==> config.mk <==
export PLATFORM = sky130hd
export DESIGN_NAME = seven_segment_capture_flat
export DESIGN_NICKNAME = d
export VERILOG_FILES = /design/src/rtl/seven_segment_pkg.sv /design/src/rtl/seven_segment_capture_if.sv /design/src/rtl/seven_segment_decode.sv /design/src/rtl/seven_segment_capture.sv /design/src/flat_wrapper.sv
export SDC_FILE = /design/constraint.sdc
export NUM_CORES = 1
export LEC_CHECK = 0
export BUFFER_PORTS_ARGS = -buffer_cell sky130_fd_sc_hd__buf_2
export CAP_MARGIN = 20
export CORE_ASPECT_RATIO = 1.75
export CORE_UTILIZATION = 55
export CTS_CLUSTER_DIAMETER = 80
export DETAILED_ROUTE_END_ITERATION = 8
export PLACE_DENSITY = 0.75
export SLEW_MARGIN = 10
export SYNTH_ARGS = -nofsm -noshare
export SYNTH_HDL_FRONTEND = slang
export SYNTH_SLANG_ARGS = --single-unit
==> constraint.sdc <==
create_clock -name CLK100MHZ -period 2.55 [get_ports CLK100MHZ]
set_input_delay 0.255 -clock CLK100MHZ [delete_from_list [all_inputs] [get_ports CLK100MHZ]]
set_output_delay 0.255 -clock CLK100MHZ [all_outputs]
set_load 0.005 [all_outputs]
==> src/rtl/seven_segment_pkg.sv <==
// rtl/seven_segment_pkg.sv - shared types and glyph table for seven-segment capture/decode
package seven_segment_pkg;

  typedef logic [3:0] hex_digit_t;
  typedef logic [6:0] seg_pattern_t;

  localparam seg_pattern_t SEG_BLANK = 7'b1111111;

  // Active-low {g,f,e,d,c,b,a}; index is the hex value the glyph represents.
  localparam seg_pattern_t SEG_GLYPHS [16] = '{
    7'b1000000, 7'b1111001, 7'b0100100, 7'b0110000,
    7'b0011001, 7'b0010010, 7'b0000010, 7'b1111000,
    7'b0000000, 7'b0010000, 7'b0001000, 7'b0000011,
    7'b1000110, 7'b0100001, 7'b0000110, 7'b0001110
  };

endpackage

==> src/rtl/seven_segment_capture_if.sv <==
// rtl/seven_segment_capture_if.sv - display lines and recovered-digit outputs of the capture block
interface seven_segment_capture_if;
  import seven_segment_pkg::*;

  logic [3:0]   an;
  seg_pattern_t seg;
  hex_digit_t   digit0;
  hex_digit_t   digit1;
  hex_digit_t   digit2;
  hex_digit_t   digit3;
  logic [3:0]   digit_valid;
  logic         digit_strobe;
  logic         frame_valid;
  logic         pattern_err;
  logic         an_err;

  // master is the display driver side, slave is the capture block
  modport master (
    output an, seg,
    input  digit0, digit1, digit2, digit3, digit_valid,
    input  digit_strobe, frame_valid, pattern_err, an_err
  );

  modport slave (
    input  an, seg,
    output digit0, digit1, digit2, digit3, digit_valid,
    output digit_strobe, frame_valid, pattern_err, an_err
  );

endinterface

==> src/rtl/seven_segment_decode.sv <==
// rtl/seven_segment_decode.sv - combinational segment pattern to hex lookup
module seven_segment_decode
  import seven_segment_pkg::*;
(
  input  seg_pattern_t seg,
  output logic         legal,
  output hex_digit_t   value
);

  always_comb begin
    legal = 1'b0;
    value = '0;
    for (int i = 0; i < 16; i++) begin
      if (seg == SEG_GLYPHS[i]) begin
        legal = 1'b1;
        value = 4'(i);
      end
    end
  end

endmodule

==> src/rtl/seven_segment_capture.sv <==
// rtl/seven_segment_capture.sv - samples multiplexed an/seg lines and recovers four hex digits
// Optional stale-digit timeout: SEVEN_SEGMENT_CAPTURE_STALE_TIMEOUT_EN
module seven_segment_capture
  import seven_segment_pkg::*;
#(
  parameter int SETTLE_CYCLES  = 4,
  parameter int TIMEOUT_CYCLES = 1_000_000
)(
  input  logic                    CLK100MHZ,
  input  logic                    reset,
  seven_segment_capture_if.slave  cap
);

  localparam int CW = $clog2(SETTLE_CYCLES + 1);
  localparam logic [CW-1:0] SETTLE_MAX = CW'(SETTLE_CYCLES);

  logic [3:0]    an_q;
  seg_pattern_t  seg_q;
  logic [CW-1:0] stable_cnt;
  logic          captured;
  hex_digit_t    digit_r [4];
  logic [3:0]    valid_r;
  logic [3:0]    seen_r;
  logic          strobe_r;
  logic          frame_r;
  logic          pattern_err_r;
  logic          an_err_r;

  logic          glyph_legal;
  hex_digit_t    glyph_value;

  logic          changed;
  logic [CW-1:0] cnt_inc;
  logic          settled;
  logic [3:0]    an_low;
  logic          an_blank;
  logic          an_multi;
  logic [1:0]    hot_idx;
  logic [3:0]    hot_mask;
  logic [3:0]    capture_mask;
  logic [3:0]    stale_clr;
  logic [3:0]    seen_base;
  logic [3:0]    seen_next;

  seven_segment_decode u_decode (
    .seg   (seg_q),
    .legal (glyph_legal),
    .value (glyph_value)
  );

  // A change is detected on the edge that would load a different value into
  // an_q/seg_q, so the counter tracks how long the registered pair has held.
  always_comb begin
    changed  = ({cap.an, cap.seg} != {an_q, seg_q});
    cnt_inc  = (stable_cnt == SETTLE_MAX) ? SETTLE_MAX : stable_cnt + 1'b1;
    settled  = !changed && (cnt_inc == SETTLE_MAX) && !captured;
    an_low   = ~an_q;
    an_blank = (an_low == 4'b0000);
    an_multi = ((an_low & (an_low - 4'd1)) != 4'b0000);
  end

  always_comb begin
    hot_idx = 2'd0;
    case (an_low)
      4'b0010: hot_idx = 2'd1;
      4'b0100: hot_idx = 2'd2;
      4'b1000: hot_idx = 2'd3;
      default: hot_idx = 2'd0;
    endcase
    hot_mask     = 4'b0001 << hot_idx;
    capture_mask = (settled && !an_blank && !an_multi && glyph_legal) ? hot_mask : 4'b0000;
  end

`ifdef SEVEN_SEGMENT_CAPTURE_STALE_TIMEOUT_EN
  localparam int TW = $clog2(TIMEOUT_CYCLES + 1);
  localparam logic [TW-1:0] TIMEOUT_MAX = TW'(TIMEOUT_CYCLES);

  logic [TW-1:0] refresh_cnt [4];

  // Counters saturate so an expired digit is invalidated only once.
  always_ff @(posedge CLK100MHZ) begin
    if (reset) begin
      for (int i = 0; i < 4; i++) refresh_cnt[i] <= '0;
    end else begin
      for (int i = 0; i < 4; i++) begin
        if (capture_mask[i])
          refresh_cnt[i] <= '0;
        else if (refresh_cnt[i] != TIMEOUT_MAX)
          refresh_cnt[i] <= refresh_cnt[i] + 1'b1;
      end
    end
  end

  always_comb begin
    stale_clr = 4'b0000;
    for (int i = 0; i < 4; i++)
      stale_clr[i] = (refresh_cnt[i] == TIMEOUT_MAX - 1'b1) && !capture_mask[i];
  end
`else
  always_comb stale_clr = 4'b0000;
`endif

  always_comb begin
    seen_base = seen_r & ~stale_clr;
    seen_next = seen_base | hot_mask;
  end

  always_ff @(posedge CLK100MHZ) begin
    if (reset) begin
      an_q          <= 4'hF;
      seg_q         <= SEG_BLANK;
      stable_cnt    <= '0;
      captured      <= 1'b0;
      for (int i = 0; i < 4; i++) digit_r[i] <= '0;
      valid_r       <= 4'b0000;
      seen_r        <= 4'b0000;
      strobe_r      <= 1'b0;
      frame_r       <= 1'b0;
      pattern_err_r <= 1'b0;
      an_err_r      <= 1'b0;
    end else begin
      an_q          <= cap.an;
      seg_q         <= cap.seg;
      strobe_r      <= 1'b0;
      frame_r       <= 1'b0;
      pattern_err_r <= 1'b0;
      an_err_r      <= 1'b0;
      valid_r       <= valid_r & ~stale_clr;
      seen_r        <= seen_base;

      if (changed) begin
        stable_cnt <= '0;
        captured   <= 1'b0;
      end else begin
        stable_cnt <= cnt_inc;
        if (settled) captured <= 1'b1;
      end

      // One decision per stable window; a blank anode vector is ignored.
      if (settled && !an_blank) begin
        if (an_multi) begin
          an_err_r <= 1'b1;
        end else if (glyph_legal) begin
          digit_r[hot_idx] <= glyph_value;
          valid_r[hot_idx] <= 1'b1;
          strobe_r         <= 1'b1;
          if (seen_next == 4'b1111) begin
            frame_r <= 1'b1;
            seen_r  <= 4'b0000;
          end else begin
            seen_r  <= seen_next;
          end
        end else begin
          pattern_err_r    <= 1'b1;
          valid_r[hot_idx] <= 1'b0;
        end
      end
    end
  end

  assign cap.digit0       = digit_r[0];
  assign cap.digit1       = digit_r[1];
  assign cap.digit2       = digit_r[2];
  assign cap.digit3       = digit_r[3];
  assign cap.digit_valid  = valid_r;
  assign cap.digit_strobe = strobe_r;
  assign cap.frame_valid  = frame_r;
  assign cap.pattern_err  = pattern_err_r;
  assign cap.an_err       = an_err_r;

endmodule

==> src/flat_wrapper.sv <==
// flat-port wrapper written by rule: the top's interface ports become plain ports
module seven_segment_capture_flat import seven_segment_pkg::*;
#(
  parameter int SETTLE_CYCLES  = 4,
  parameter int TIMEOUT_CYCLES = 1_000_000
)
  (CLK100MHZ, reset, cap_an, cap_seg, cap_digit0, cap_digit1, cap_digit2, cap_digit3, cap_digit_valid, cap_digit_strobe, cap_frame_valid, cap_pattern_err, cap_an_err);
  seven_segment_capture_if cap_i ();
  input  logic CLK100MHZ;
  input  logic reset;
  input wire logic [$bits(cap_i.an)-1:0] cap_an;
  input wire logic [$bits(cap_i.seg)-1:0] cap_seg;
  output wire logic [$bits(cap_i.digit0)-1:0] cap_digit0;
  output wire logic [$bits(cap_i.digit1)-1:0] cap_digit1;
  output wire logic [$bits(cap_i.digit2)-1:0] cap_digit2;
  output wire logic [$bits(cap_i.digit3)-1:0] cap_digit3;
  output wire logic [$bits(cap_i.digit_valid)-1:0] cap_digit_valid;
  output wire logic [$bits(cap_i.digit_strobe)-1:0] cap_digit_strobe;
  output wire logic [$bits(cap_i.frame_valid)-1:0] cap_frame_valid;
  output wire logic [$bits(cap_i.pattern_err)-1:0] cap_pattern_err;
  output wire logic [$bits(cap_i.an_err)-1:0] cap_an_err;
  assign cap_i.an = cap_an;
  assign cap_i.seg = cap_seg;
  assign cap_digit0 = cap_i.digit0;
  assign cap_digit1 = cap_i.digit1;
  assign cap_digit2 = cap_i.digit2;
  assign cap_digit3 = cap_i.digit3;
  assign cap_digit_valid = cap_i.digit_valid;
  assign cap_digit_strobe = cap_i.digit_strobe;
  assign cap_frame_valid = cap_i.frame_valid;
  assign cap_pattern_err = cap_i.pattern_err;
  assign cap_an_err = cap_i.an_err;
  seven_segment_capture #(.SETTLE_CYCLES(SETTLE_CYCLES), .TIMEOUT_CYCLES(TIMEOUT_CYCLES)) u_core (.CLK100MHZ(CLK100MHZ), .reset(reset), .cap(cap_i));
endmodule
# [After elaboration in Yosys (flattened, before gate mapping)]
# Memories as Yosys holds them, arrays and structs flattened.
# Cells that the tools add are included.
[word_totals] regBits=27 ram_bits=16 in_bits=13 out_inout_bits=24 wordCells=114 memories=1
[op_classes] addsub=2 order_cmp=2 eq_ne=22 shift=1 muxes=50 n_bitwise=9 reduce_logical=17
[memory_table] name="u_core.digit_r" words=4 width=4 rd=4 rd_clocked_by_memory_dff=0 wr=4 line_no="seven_segment_capture.sv:21" rtl="hex_digit_t digit_r [4];"
[op_table] op="two-way mux 4 bit" count=17
[op_table] op="two-way mux 1 bit" count=29
[op_table] op="equality test 7 bit, second input constant" count=4
[op_table] op="equality test 7 x 5 -> 1 bit, second input constant" count=3
[op_table] op="equality test 7 x 6 -> 1 bit, second input constant" count=3
[op_table] op="equality test 7 x 2 -> 1 bit, second input constant" count=2
[op_table] op="equality test 7 x 4 -> 1 bit, second input constant" count=2
[op_table] op="inequality test 11 bit" count=1
[op_table] op="bitwise AND 4 bit" count=2
[op_table] op="equality test 4 bit, second input constant" count=2
[op_table] op="inverter 4 bit" count=2
[op_table] op="bitwise OR 4 bit" count=2
[op_table] op="OR reduction 4 bit" count=2
[op_table] op="equality test 7 x 3 -> 1 bit, second input constant" count=1
[op_table] op="logical NOT 7 bit" count=1
[op_table] op="equality test 3 bit, second input constant" count=2
[op_table] op="case mux 2 bit (3 select lines)" count=1
[op_table] op="equality test 4 x 2 -> 1 bit, second input constant" count=1
[op_table] op="equality test 4 x 3 -> 1 bit, second input constant" count=1
[op_table] op="logical AND 1 bit" count=4
[op_table] op="logical NOT 4 bit" count=1
[op_table] op="nonzero test 4 bit" count=1
[op_table] op="OR reduction 2 bit" count=2
[op_table] op="left shift 1 x 2 -> 4 bit, first input constant" count=1
[op_table] op="other kinds (12)" count=16

# [Logic depth before layout (Yosys ltp)]
# Gate-level depths: netlist of the first run.
[depth] depth_word=24 mapped_depth=8 mapped_depth_nobuf=8

# [Hierarchy]
# From an unflattened synthesis of the first run, not the netlist that was laid out.
[unflattened] cells_unflattened=233 hier_area_um2=2329.7
[modules_own_cells] mod="seven_segment_capture" n_inst=1 cells_each=174 area_per_inst_um2=1939.4 seq_area_each_um2=1021.0
[modules_own_cells] mod="seven_segment_decode" n_inst=1 cells_each=59 area_per_inst_um2=390.4 seq_area_each_um2=0.0

# [Worst setup path after synthesis of the first run]
# No wires, ideal clock.
[synth_path] kind="flip-flop to flip-flop" from="reg u_core.stable_cnt[0]" to="mem u_core.digit_r[1][0] (netlist bit), enable pin" setup_ns=0.338 arrival_time_ns=1.851 required_ns=2.212 path_slack_ns=0.362 path_stages_with_launch=8 n_path_buf=0 period_less_slack_ns=2.188 path_cell_list="dfxtp_1 -> clkinv_1 -> ha_1 -> o31a_1 -> a311oi_2 -> and2_2 -> nand2_1 -> o21bai_1"
[synth_rtl] element="start: declaration" line_no="seven_segment_capture.sv:19" rtl="logic [CW-1:0] stable_cnt;"
[synth_rtl] element="start signal: assignment" line_no="seven_segment_capture.sv:135" rtl="stable_cnt <= cnt_inc;"
[synth_rtl] element="end: declaration" line_no="seven_segment_capture.sv:21"

==> reports/results.md, run 1 <==
| Parameter | This run | Unit |
| --- | --- | --- |
| Crit-path leading delay family | compound AO/OA/AOI/OAI gates | - |
| Average routed wire per standard cell | 13.2 | µm |
| First-pass GRT wire length | 6890 | µm |
| Buf+Inv Stages, Crit Path | 1 | - |
| EDFF count, synth | 16 | - |
| Ys flop type | sky130_fd_sc_hd__dfxtp_1 | - |
| Maximum number of pins on one net before global-route repair | 27 | - |
| Combinational Power Share | 0.081 | - |
| Number of antenna violations at the first check in global routing | 0 | - |
| GRT overflow | 0 | - |
| Post-synthesis instance area | 2200 | µm² |
| Total of flip-flops plus latches after synthesis | 43 | - |
| Synth Instances | 220 | - |
| Total die area | 4260 | µm² |
| Critical path peak fanout | 6 | - |
| Leading cell types by total area after synthesis | sky130_fd_sc_hd__dfxtp_1 (25%), sky130_fd_sc_hd__edfxtp_1 (22%), sky130_fd_sc_hd__xor2_1 (5.6%) | - |
| Leading area contributor after synthesis | sky130_fd_sc_hd__dfxtp_1 | - |
| Number of optimization iterations in the first detailed-route pass | 4 | - |
| Max stage delay cell, worst path | sky130_fd_sc_hd__dfxtp_1 | - |
| Die width | 49.8 | µm |
| Final Hold Violating Endpoints | 0 | - |
| Final core area utilization | 0.645 | - |
| Power density over cell area | 553 | nW/µm² |
| Power dissipated by switching net loads | 0.316 | mW |
| Seq pwr share | 0.543 | - |
| Placement Rows | 30 | - |
| Post-CTS clock slew at the launch and capture registers of the worst setup and hold paths | 80 | ps |
| Hold crit path type | input pin to flip-flop | - |
| Clock Sink Count | 43 | - |
| Path type of the worst setup path | flip-flop to flip-flop | - |
| Via/cell ratio | 5.46 | - |
| DRC violation count after routing | 0 | - |
| Synthesized netlist net count | 235 | - |
| Number of nets in the finished design | 268 | - |
| Transition at the pin with the smallest max-transition slack | 518 | ps |
| Io pins | 37 | - |
| Starting utilization of the core area | 0.569 | - |
| Number of distinct standard cells referenced by the synthesized netlist | 62 | - |
| Final antenna-violating net count | 0 | - |
| Most common library cells after synthesis | sky130_fd_sc_hd__dfxtp_1 (27), sky130_fd_sc_hd__nor2_1 (19), sky130_fd_sc_hd__edfxtp_1 (16), sky130_fd_sc_hd__xor2_1 (14) | - |
| Period utilization | 0.906 | - |
| Area of the core | 3870 | µm² |
| Status | complete, no violations | - |
| Peak per-stage delay on the critical path | 360 | ps |
| Routed via count | 1650 | - |
| Number of global-route vias before repair | 1553 | - |
| Die height | 85.6 | µm |
| Slew Viols, Final | 0 | - |
| Setup total negative slack | 0 | ps |
| Headroom to the max-slew limit | 0.654 | - |
| Leading cell type by number of instances after synthesis | sky130_fd_sc_hd__dfxtp_1 | - |
| Leakage power summed over all cells | 1.01 | nW |
| Crit. End Element | flip-flop | - |
| Critical path, cell by cell | clkinv_1 > ha_1 > o31a_1 > a311oi_2 > and2_2 > nand2_1 > o21bai_2 | - |
| Critical path data arrival time | 2310 | ps |
| Path depth of the worst reg2reg path | 7 | - |
| Clock power frac | 0.376 | - |
| Clock Tree Root | sky130_fd_sc_hd__clkbuf_8 | - |
| Worst vdd rail ir drop | 653 | µV |
| Iteration-0 DRC count of the detailed router | 45 | - |
| Mean Syn Cell Area | 9.99 | µm² |
| Count of input and output buffers | 36 | - |
| H-tree levels | 2 | - |
| Clock skew after layout | 3.33 | ps |
| Category of the worst setup path launch point | flip-flop | - |
| Area fraction of the dominant cell type after synthesis | 0.246 | - |
| Setup-violating endpoint count in the final report | 0 | - |
| WP depth | 7 | - |
| Worst-Skew Late Latency | 300 | ps |
| Count of hold buffers inserted by post-cts repair | 0 | - |
| RSZ-0062 raised after global routing | false | - |
| Count of maximum capacitance violations | 0 | - |
| Fraction of final layout cells sized beyond drive strength 1 | 0.299 | - |
| CTS tree | yes | - |
| Area added between synthesis and finish | 13.5 | % |
| Internal portion of total power | 1.06 | mW |
| Fmax achieved | 433 | MHz |
| Share of synthesized area occupied by flip-flops and latches | 0.464 | - |
| Largest buffer count on any clock path | 2 | - |
| GRT Resource Usage Total | 0.213 | - |
| Clock period minus worst slack | 2310 | ps |
| Inserted Diodes | 0 | - |
| Yosys warning total | 0 | - |
| Switching part of the total power | 0.229 | - |
| Final WL | 3990 | µm |
| Share of synthesized flip-flops with an asynchronous set or reset | 0 | - |
| Worst Hold Depth | 2 | - |
| Last weighted congestion value of the routability-driven placer | 0.856 | - |
| Setup slack of the most critical reg-to-reg path | 240 | ps |
| Half-perimeter wire length of the detailed placement result | 3010 | µm |
| Total clock buffers created by CTS | 5 | - |
| Required time at the endpoint of the critical path | 2550 | ps |
-- cell families (layout without fill, tap and decap cells) --
group,after synthesis,in the layout,synth area share
buffers and inverters,28,62,0.0643
DFF,43,43,0.464
muxes,1,1,0.00455
and+or+nand+nor,94,94,0.258
adders and majority gates,3,3,0.0159
xor gates and xnor gates,17,17,0.0677
AOI/OAI and AO/OA,34,34,0.125
-- layout by cell type (no fill, tap or decap), drive strengths merged, types with 7 or more instances in the layout --
cell and instances:
edfxtp 16, nand3 7, nor2 19, inv 12, nand2b 7, nand2 11
xor2 14, nor3 8, o21ai 9, or2 12, dfxtp 27, buf 41
-- flip-flops by register name, indices dropped and copies added (netlist names), 3 cells and up, named ones only --
register,count
u_core.an_q,4
u_core.digit_r,16
u_core.seen_base,4
u_core.seg_q,7
u_core.stable_cnt,3
-- routing by layer --
layer | up-vias | track usage | share of wire
met2 | 49 | 0.387 | 0.55
met3 | 8 | 0.0496 | 0.040
met5 | - | 0 | 0
met1 | 757 | 0.222 | 0.39
li1 | 836 | - | -
met4 | 0 | 0.109 | 0.025
-- stage by stage --
step	power (mW)	instances	area (µm²)	setup slack (ps)	hold slack [ps]
4_1_cts	1.39	302	2490	145	160
2_1_floorplan	0.845	220	2200	362	359
6_report	1.38	302	2490	239	158
5_1_grt	1.43	302	2490	91.5	152
3_5_place_dp	0.878	294	2380	156	467
3_3_place_gp	0.875	294	2380	255	453
-- worst paths after layout --
kind,end,startpoint
worst max-delay path,u_core.digit_r[1][0],u_core.stable_cnt[0]
worst min-delay path,u_core.an_q[0],cap_an[0]
worst max register to register,u_core.digit_r[1][0],u_core.stable_cnt[0]
worst min register to register,u_core.seen_base[2],u_core.seen_base[2]
-- what timing repair did --
action | in CTS | in global routing
endpoints found under the setup margin | 0 | 4
setup buffers | 0 | 0
gates resized for setup | 0 | 1
-- layout make-up --
| cell class | instances | area (µm²) |
|---|---|---|
| timing repair buffer | 41 | 218 |
| multi-input combinational | 149 | 1040 |
| tap | 48 | 60.1 |
| sequential | 43 | 1020 |
| inverter | 13 | 48.8 |
| clock buffer | 5 | 68.8 |
| fill | 340 | 1370 |
| clock inverter | 3 | 38.8 |
-- power by group through the flow --
stage | sequential, mW | combinational [mW] | clock [mW]
after floorplan | 0.750 | 0.0950 | 0
after global placement | 0.765 | 0.109 | 0
after detailed placement | 0.766 | 0.112 | 0
after CTS | 0.750 | 0.112 | 0.523
after global routing | 0.754 | 0.124 | 0.554
final | 0.750 | 0.111 | 0.519
(Power assumes the default switching activity.)
==> inputs of run 2 (changes only) <==
- CELL_PAD_IN_SITES_DETAIL_PLACEMENT: default -> 0
- CELL_PAD_IN_SITES_GLOBAL_PLACEMENT: default -> 1
- CORE_MARGIN: default -> 2
- CORE_UTILIZATION: 55 -> 43
- PLACE_DENSITY: 0.75 -> 0.76
- SLEW_MARGIN: 10 -> 20
==> reports/results.md, run 2 (same netlist as run 1, synthesis figures left out) <==
| Parameter | This run | Unit | Delta |
| --- | --- | --- | --- |
| Terminus of the critical flop-to-flop path | u_core.digit_r[1][1] | - |  |
| Count of fill cells added during filler insertion | 469 | - | +38% |
| Clock skew after layout | 4.09 | ps | +0.758 ps |
| Max reg flops | 16 | - | unchanged |
| Clock Sink Count | 43 | - | unchanged |
| Starting utilization of the core area | 0.445 | - | -0.123 |
| Number of resized instances in the post-cts repair step | 0 | - | unchanged |
| Half-perimeter wire length of the detailed placement result | 3210 | µm | +6.9% |
| GRT Resource Usage Total | 0.167 | - | -0.0466 |
| Area of the core | 4930 | µm² | +28% |
| Leakage power summed over all cells | 1.02 | nW | +0.44% |
| Seq pwr share | 0.540 | - | -0.003 |
| Die width | 58.1 | µm | +17% |
| Worst-Skew Late Latency | 300 | ps | about the same |
| Last weighted congestion value of the routability-driven placer | 0.773 | - | -9.7% |
| Clock period minus worst slack | 2270 | ps | -42.0 ps |
| Headroom to the max-slew limit | 0.682 | - | +0.0278 |
| Inserted Diodes | 0 | - | unchanged |
| Path type of the worst setup path | flip-flop to flip-flop | - |  |
| Post-CTS clock slew at the launch and capture registers of the worst setup and hold paths | 80 | ps | about the same |
| Final WL | 4340 | µm | +8.8% |
| Clock Tree Root | sky130_fd_sc_hd__clkbuf_8 | - |  |
| Crit path capture | u_core.digit_r[1][1] | - |  |
| Final antenna-violating net count | 0 | - | unchanged |
| Regs by FF count | u_core.digit_r (16), u_core.seg_q (7) | - |  |
| Max stage delay cell, worst path | sky130_fd_sc_hd__dfxtp_1 | - |  |
| Switching part of the total power | 0.232 | - | +0.00277 |
| Buffers inserted during post-CTS setup optimization | 0 | - | unchanged |
| Routed via count | 1649 | - | -0.061% |
| Leading cell type in the layout, fill and taps excluded | sky130_fd_sc_hd__buf_2 | - |  |
| Most frequent cells in the layout | sky130_fd_sc_hd__buf_2 (36), sky130_fd_sc_hd__dfxtp_1 (27), sky130_fd_sc_hd__nor2_1 (19), sky130_fd_sc_hd__edfxtp_1 (16), sky130_fd_sc_hd__xor2_1 (14) | - |  |
| Number of optimization iterations in the first detailed-route pass | 5 | - | +1 |
| Count of hold buffers inserted by post-cts repair | 0 | - | unchanged |
| Period utilization | 0.890 | - | -0.0165 |
| Total clock buffers created by CTS | 5 | - | unchanged |
| Count of input and output buffers | 36 | - | unchanged |
| Number of antenna violations at the first check in global routing | 0 | - | unchanged |
| Cell Count Post-Placement | 301 | - | +2.4% |
| Critical path peak fanout | 6 | - | unchanged |
| Worst setup path start | u_core.stable_cnt[0] | - |  |
| GRT overflow | 0 | - | unchanged |
| Status | complete, no violations | - |  |
| Required time at the endpoint of the critical path | 2540 | ps | about the same |
| Fraction of final layout cells sized beyond drive strength 1 | 0.302 | - | +0.00275 |
| Clock power frac | 0.378 | - | +0.002 |
| Internal portion of total power | 1.07 | mW | +0.11% |
| Setup-violating endpoint count in the final report | 0 | - | unchanged |
| Power density over cell area | 553 | nW/µm² | -0.13% |
| Hold crit path type | input pin to flip-flop | - |  |
| Final worst slack | 281 | ps | +42.0 ps |
| RSZ-0062 raised after global routing | false | - |  |
| H-tree levels | 2 | - | unchanged |
| Via/cell ratio | 5.34 | - | -2.3% |
| Total die area | 5720 | µm² | +34% |
| CTS tree | yes | - |  |
| Maximum number of pins on one net before global-route repair | 27 | - | unchanged |
| Critical path data arrival time | 2260 | ps | -50 ps |
| Iteration-0 DRC count of the detailed router | 21 | - | -53% |
| Fmax achieved | 441 | MHz | +1.8% |
| Placement Rows | 34 | - | +13% |
| Largest register by flop count | u_core.digit_r | - |  |
| Io pins | 37 | - | unchanged |
| Setup total negative slack | 0 | ps | unchanged |
| Startpoint of the most critical hold path | cap_seg[1] | - |  |
| Category of the worst setup path launch point | flip-flop | - |  |
| Transition at the pin with the smallest max-transition slack | 473 | ps | -45.3 ps |
| DRC violation count after routing | 0 | - | unchanged |
| Peak per-stage delay on the critical path | 340 | ps | -20 ps |
| Die height | 98.6 | µm | +15% |
| Worst vdd rail ir drop | 370 | µV | -43% |
| Path depth of the worst reg2reg path | 7 | - | unchanged |
| Slew Viols, Final | 0 | - | unchanged |
| Count of maximum capacitance violations | 0 | - | unchanged |
| Average routed wire per standard cell | 14.0 | µm | +6.3% |
| Number of global-route vias before repair | 1569 | - | +1.0% |
| Setup slack of the most critical reg-to-reg path | 280 | ps | +40 ps |
| Crit. End Element | flip-flop | - |  |
| Combinational Power Share | 0.081 | - | about the same |
| Largest buffer count on any clock path | 2 | - | unchanged |
| Number of nets in the finished design | 269 | - | +0.37% |
| Area added between synthesis and finish | 14.2 | % |  |
| Final Hold Violating Endpoints | 0 | - | unchanged |
| Power dissipated by switching net loads | 0.321 | mW | +1.7% |
| First-pass GRT wire length | 7410 | µm | +7.6% |
| Post-placement setup slack | 183 | ps | +26.8 ps |
| Critical path, cell by cell | clkinv_1 > ha_1 > o31a_1 > a311oi_2 > and2_2 > nand2_1 > o21bai_2 | - |  |
| Source of the worst register-to-register timing path | u_core.stable_cnt[0] | - |  |
| Final Non-Filler Cells | 309 | - | +2.3% |
-- run 2: cell types whose count changed in the layout (fill, tap and decap cells not counted), sizes merged --
cell,delta
buf,+1
-- run 2: stage by stage --
stage	area, µm²	hold slack [ps]	total power [mW]	utilization
floorplan	2200	359	0.845	-
global placement	2400	460	0.878	0.486
detailed placement	2400	465	0.880	0.486
CTS	2510	164	1.39	0.508
global route	2510	163	1.44	0.509
finish	2510	163	1.39	0.509
-- run 2: worst min path at each step --
stage / cells past startpoint / to / slack (ps)
after detailed placement: 2 / u_core.seen_base[2] / 460
after CTS: 2 / u_core.an_q[1] / 160
after global routing: 2 / u_core.an_q[1] / 160
after global placement: 2 / u_core.seen_base[0] / 460
final: 2 / u_core.seg_q[1] / 160
after floorplan: 1 / u_core.an_q[3] / 360
-- run 2: power groups by stage --
stage,registers [mW],logic (mW),clock network [mW]
after global placement,0.765,0.113,0
after detailed placement,0.766,0.114,0
after CTS,0.750,0.114,0.529
after floorplan,0.750,0.0950,0
after global routing,0.753,0.129,0.559
final,0.750,0.113,0.525
-- run 2: routing by layer --
| layer | vias to the layer above | part of all wire | track usage |
|---|---|---|---|
| li1 | 839 | - | - |
| met1 | 752 | 0.41 | 0.193 |
| met2 | 49 | 0.53 | 0.290 |
| met3 | 9 | 0.045 | 0.0354 |
| met4 | 0 | 0.018 | 0.0662 |
| met5 | - | 0 | 0 |
-- run 2: layout make-up --
class / count / area (µm²) / share of cell area
multi-input combinational: 149 / 1040 / 0.414
inverter: 13 / 48.8 / 0.0194
tap: 54 / 67.6 / 0.0269
timing repair buffer: 42 / 225 / 0.0897
clock inverter: 3 / 38.8 / 0.0155
sequential: 43 / 1020 / 0.407
clock buffer: 5 / 68.8 / 0.0274
-- run 2: worst max-delay path: cells and delay by family (launching register included) --
family	cells	cell delay (ps)
buffers and inverters	1	100
AOI/OAI and AO/OA	3	850
and+or+nand+nor	2	360
adders and majority gates	1	310
DFF	1	340
==> inputs of run 3 (changes only) <==
- CTS_CLUSTER_SIZE: default -> 12
- PLACE_DENSITY: 0.76 -> 0.75
- SYNTH_HIERARCHICAL: default -> 1
==> reports/results.md, run 3 <==
| Parameter | This run | Unit | Delta |
| --- | --- | --- | --- |
| Number of distinct standard cells referenced by the synthesized netlist | 61 | - | -1.6% |
| Period utilization | 0.958 | - | +0.0681 |
| Required time at the endpoint of the critical path | 2600 | ps | +60 ps |
| Half-perimeter wire length of the detailed placement result | 4420 | µm | +38% |
| Setup total negative slack | 0 | ps | unchanged |
| Complex-gate fraction of the synthesized area | 0.106 | - | -0.0194 |
| Count of fill cells added during filler insertion | 499 | - | +6.4% |
| Cell Count Post-Placement | 337 | - | +12% |
| Share of synthesized area spent on multiplexers | 0.0172 | - | +0.0126 |
| Final Non-Filler Cells | 345 | - | +12% |
| Power density over cell area | 531 | nW/µm² | -3.9% |
| Number of nets in the finished design | 304 | - | +13% |
| Share of synthesized flip-flops with an asynchronous set or reset | 0 | - | unchanged |
| Number of antenna violations at the first check in global routing | 0 | - | unchanged |
| Worst vdd rail ir drop | 273 | µV | -26% |
| Most frequent cells in the layout | sky130_fd_sc_hd__buf_2 (36), sky130_fd_sc_hd__buf_4 (27), sky130_fd_sc_hd__dfxtp_1 (21), sky130_fd_sc_hd__edfxtp_1 (16) | - |  |
| GRT overflow | 0 | - | unchanged |
| Total clock buffers created by CTS | 5 | - | unchanged |
| Total of flip-flops plus latches after synthesis | 43 | - | unchanged |
| Synth Area in XOR/XNOR | 0.0671 | - | -0.000597 |
| Final Hold Violating Endpoints | 0 | - | unchanged |
| Iteration-0 DRC count of the detailed router | 80 | - | +280% |
| Area of the core | 5260 | µm² | +6.5% |
| Clock Tree Root | sky130_fd_sc_hd__clkbuf_8 | - |  |
| Die width | 59.6 | µm | +2.7% |
| Headroom to the max-slew limit | 0.692 | - | +0.0101 |
| Ys flop type | sky130_fd_sc_hd__dfxtp_1 | - |  |
| Worst setup path start | u_core/seg_q[5] | - |  |
| Area share of and/or/nand/nor cells after synthesis | 0.308 | - | +0.0504 |
| Count of hold buffers inserted by post-cts repair | 0 | - | unchanged |
| H-tree levels | 2 | - | unchanged |
| Startpoint of the most critical hold path | cap_seg[0] | - |  |
| Path depth of the worst reg2reg path | 9 | - | +2 |
| Crit. End Element | flip-flop | - |  |
| Transition at the pin with the smallest max-transition slack | 461 | ps | -11.4 ps |
| Share of synthesized area occupied by flip-flops and latches | 0.438 | - | -0.0262 |
| Area added between synthesis and finish | 24.0 | % |  |
| Area fraction of the dominant cell type after synthesis | 0.232 | - | -0.0139 |
| Path type of the worst setup path | flip-flop to flip-flop | - |  |
| Clock period minus worst slack | 2440 | ps | +174 ps |
| RSZ-0062 raised after global routing | false | - |  |
| Inserted Diodes | 0 | - | unchanged |
| Setup-violating endpoint count in the final report | 0 | - | unchanged |
| Synth Instances | 233 | - | +5.9% |
| Buffers inserted during post-CTS setup optimization | 0 | - | unchanged |
| Post-synthesis instance area | 2330 | µm² | +6.0% |
| Largest buffer count on any clock path | 2 | - | unchanged |
| Worst Hold Depth | 2 | - | unchanged |
| Leading cell type in the layout, fill and taps excluded | sky130_fd_sc_hd__buf_2 | - |  |
| GRT Resource Usage Total | 0.195 | - | +0.0280 |
| Yosys warning total | 6 | - | +6 |
| Mean Syn Cell Area | 10.0 | µm² | about the same |
| Via/cell ratio | 5.63 | - | +5.6% |
| Regs by FF count | u_core/digit_r (16), u_core/seg_q (7) | - |  |
| Total die area | 6050 | µm² | +5.6% |
| Largest register by flop count | u_core/digit_r | - |  |
| Slew Viols, Final | 0 | - | unchanged |
| Routed via count | 1944 | - | +18% |
| Combinational family with the most area after synthesis | simple AND/OR/NAND/NOR gates | - |  |
| Worst-Skew Late Latency | 300 | ps | about the same |
| Status | complete, no violations | - |  |
| Source of the worst register-to-register timing path | u_core/seg_q[5] | - |  |
| Placement Rows | 35 | - | +2.9% |
| Hold crit path type | input pin to flip-flop | - |  |
| Number of resized instances in the post-cts repair step | 0 | - | unchanged |
| Critical path data arrival time | 2500 | ps | +240 ps |
| First-pass GRT wire length | 8830 | µm | +19% |
| Post-synthesis adder-cell area fraction | 0.0150 | - | -0.000899 |
| Leading cell type by number of instances after synthesis | sky130_fd_sc_hd__dfxtp_1 | - |  |
| Die height | 101 | µm | +2.8% |
| Fraction of final layout cells sized beyond drive strength 1 | 0.366 | - | +0.0636 |
| Number of global-route vias before repair | 2025 | - | +29% |
| Leading cell types by total area after synthesis | sky130_fd_sc_hd__dfxtp_1 (23%), sky130_fd_sc_hd__edfxtp_1 (21%), sky130_fd_sc_hd__xnor2_1 (5.6%) | - |  |
| Count of input and output buffers | 36 | - | unchanged |
| EDFF count, synth | 16 | - | unchanged |
| Most common library cells after synthesis | sky130_fd_sc_hd__dfxtp_1 (27), sky130_fd_sc_hd__edfxtp_1 (16), sky130_fd_sc_hd__nand2_1 (15), sky130_fd_sc_hd__xnor2_1 (15), sky130_fd_sc_hd__nor2_1 (14) | - |  |
| DRC violation count after routing | 0 | - | unchanged |
| Post-CTS clock slew at the launch and capture registers of the worst setup and hold paths | 80 | ps | about the same |
| Fmax achieved | 409 | MHz | -7.1% |
| Maximum number of pins on one net before global-route repair | 20 | - | -26% |
| Starting utilization of the core area | 0.443 | - | -0.00215 |
| CTS tree | yes | - |  |
| Average routed wire per standard cell | 16.0 | µm | +14% |
| Last weighted congestion value of the routability-driven placer | 0.928 | - | +20% |
| Critical path peak fanout | 7 | - | +1 |
| Io pins | 37 | - | unchanged |
| Clock Sink Count | 43 | - | unchanged |
| Synthesized netlist net count | 248 | - | +5.5% |
| Max reg flops | 16 | - | unchanged |
| Final WL | 5510 | µm | +27% |
| Count of maximum capacitance violations | 0 | - | unchanged |
| Leading area contributor after synthesis | sky130_fd_sc_hd__dfxtp_1 | - |  |
| Final antenna-violating net count | 0 | - | unchanged |
| Clock skew after layout | 6.28 | ps | +2.20 ps |
| Leakage power summed over all cells | 1.18 | nW | +16% |
| Category of the worst setup path launch point | flip-flop | - |  |
| Number of optimization iterations in the first detailed-route pass | 4 | - | -1 |
[run 3: changes by cell type in the layout (fill, tap and decap cells not counted), sizes merged, moves of 5 or more]
cell,before,now
and2,3,13
and3,3,9
buf,42,64
inv,12,5
nand2b,7,2
nand4,1,6
nor2,19,14
xnor2,3,16
xor2,14,1
[run 3: routing by layer]
layer / GRT usage / wire (µm) / vias to the layer above
met3: 0.0281 / 186 / 22
li1: - / - / 952
met1: 0.172 / 1850 / 909
met4: 0.125 / 272 / 0
met2: 0.380 / 3210 / 61
met5: 0 / 0 / -
[run 3: cell type report]
class                   instances  area (µm²)  share of cell area
repair buffers                 64         403               0.139
well taps                      55        68.8              0.0238
clock buffers                   6        72.6              0.0251
multi-input cells             169        1230               0.427
flip-flops and latches         43        1030               0.356
inverters                       6        22.5             0.00780
clock inverters                 2        60.1              0.0208
[run 3: critical path, stage by stage, from the launching register on]
cell	delay [ps]
sky130_fd_sc_hd__dfxtp_2	350
sky130_fd_sc_hd__buf_4	160
sky130_fd_sc_hd__and3b_1	170
sky130_fd_sc_hd__o21ai_2	160
sky130_fd_sc_hd__o221ai_2	110
sky130_fd_sc_hd__or4_4	520
sky130_fd_sc_hd__and3_1	180
sky130_fd_sc_hd__buf_4	150
sky130_fd_sc_hd__and3_1	210
sky130_fd_sc_hd__and2_1	180
[run 3: logic make-up (layout without fill, tap and decap cells)]
family | Yosys count | count (layout)
compound gates | 35 | 35
xor+xnor | 17 | 17
fa+ha+maj | 3 | 3
buf+inv | 21 | 78
flops | 43 | 43
mux | 4 | 4
simple gates | 110 | 110
[run 3: final timing paths]
path | end | slack, ps
setup / recovery | u_core/digit_r[0][3] | 110
setup reg to reg | u_core/digit_r[0][3] | 110
hold / removal | u_core/seg_q[0] | 170
hold reg to reg | flip-flop | 460
[run 3: stage by stage]
stage	worst slack (ps)	hold WS, ps	power [mW]	instance area (µm²)	util
2_1_floorplan	132	362	0.863	2330	-
3_3_place_gp	78.8	446	0.925	2710	0.516
3_5_place_dp	39.0	452	0.927	2710	0.516
4_1_cts	25.7	172	1.54	2840	0.541
5_1_grt	6.19	170	1.59	2890	0.550
6_report	107	168	1.53	2890	0.550
[run 3: where the power goes]
part           internal (mW)  switching (mW)
registers              0.729          0.0243
logic                 0.0800          0.0820
clock network          0.391           0.228
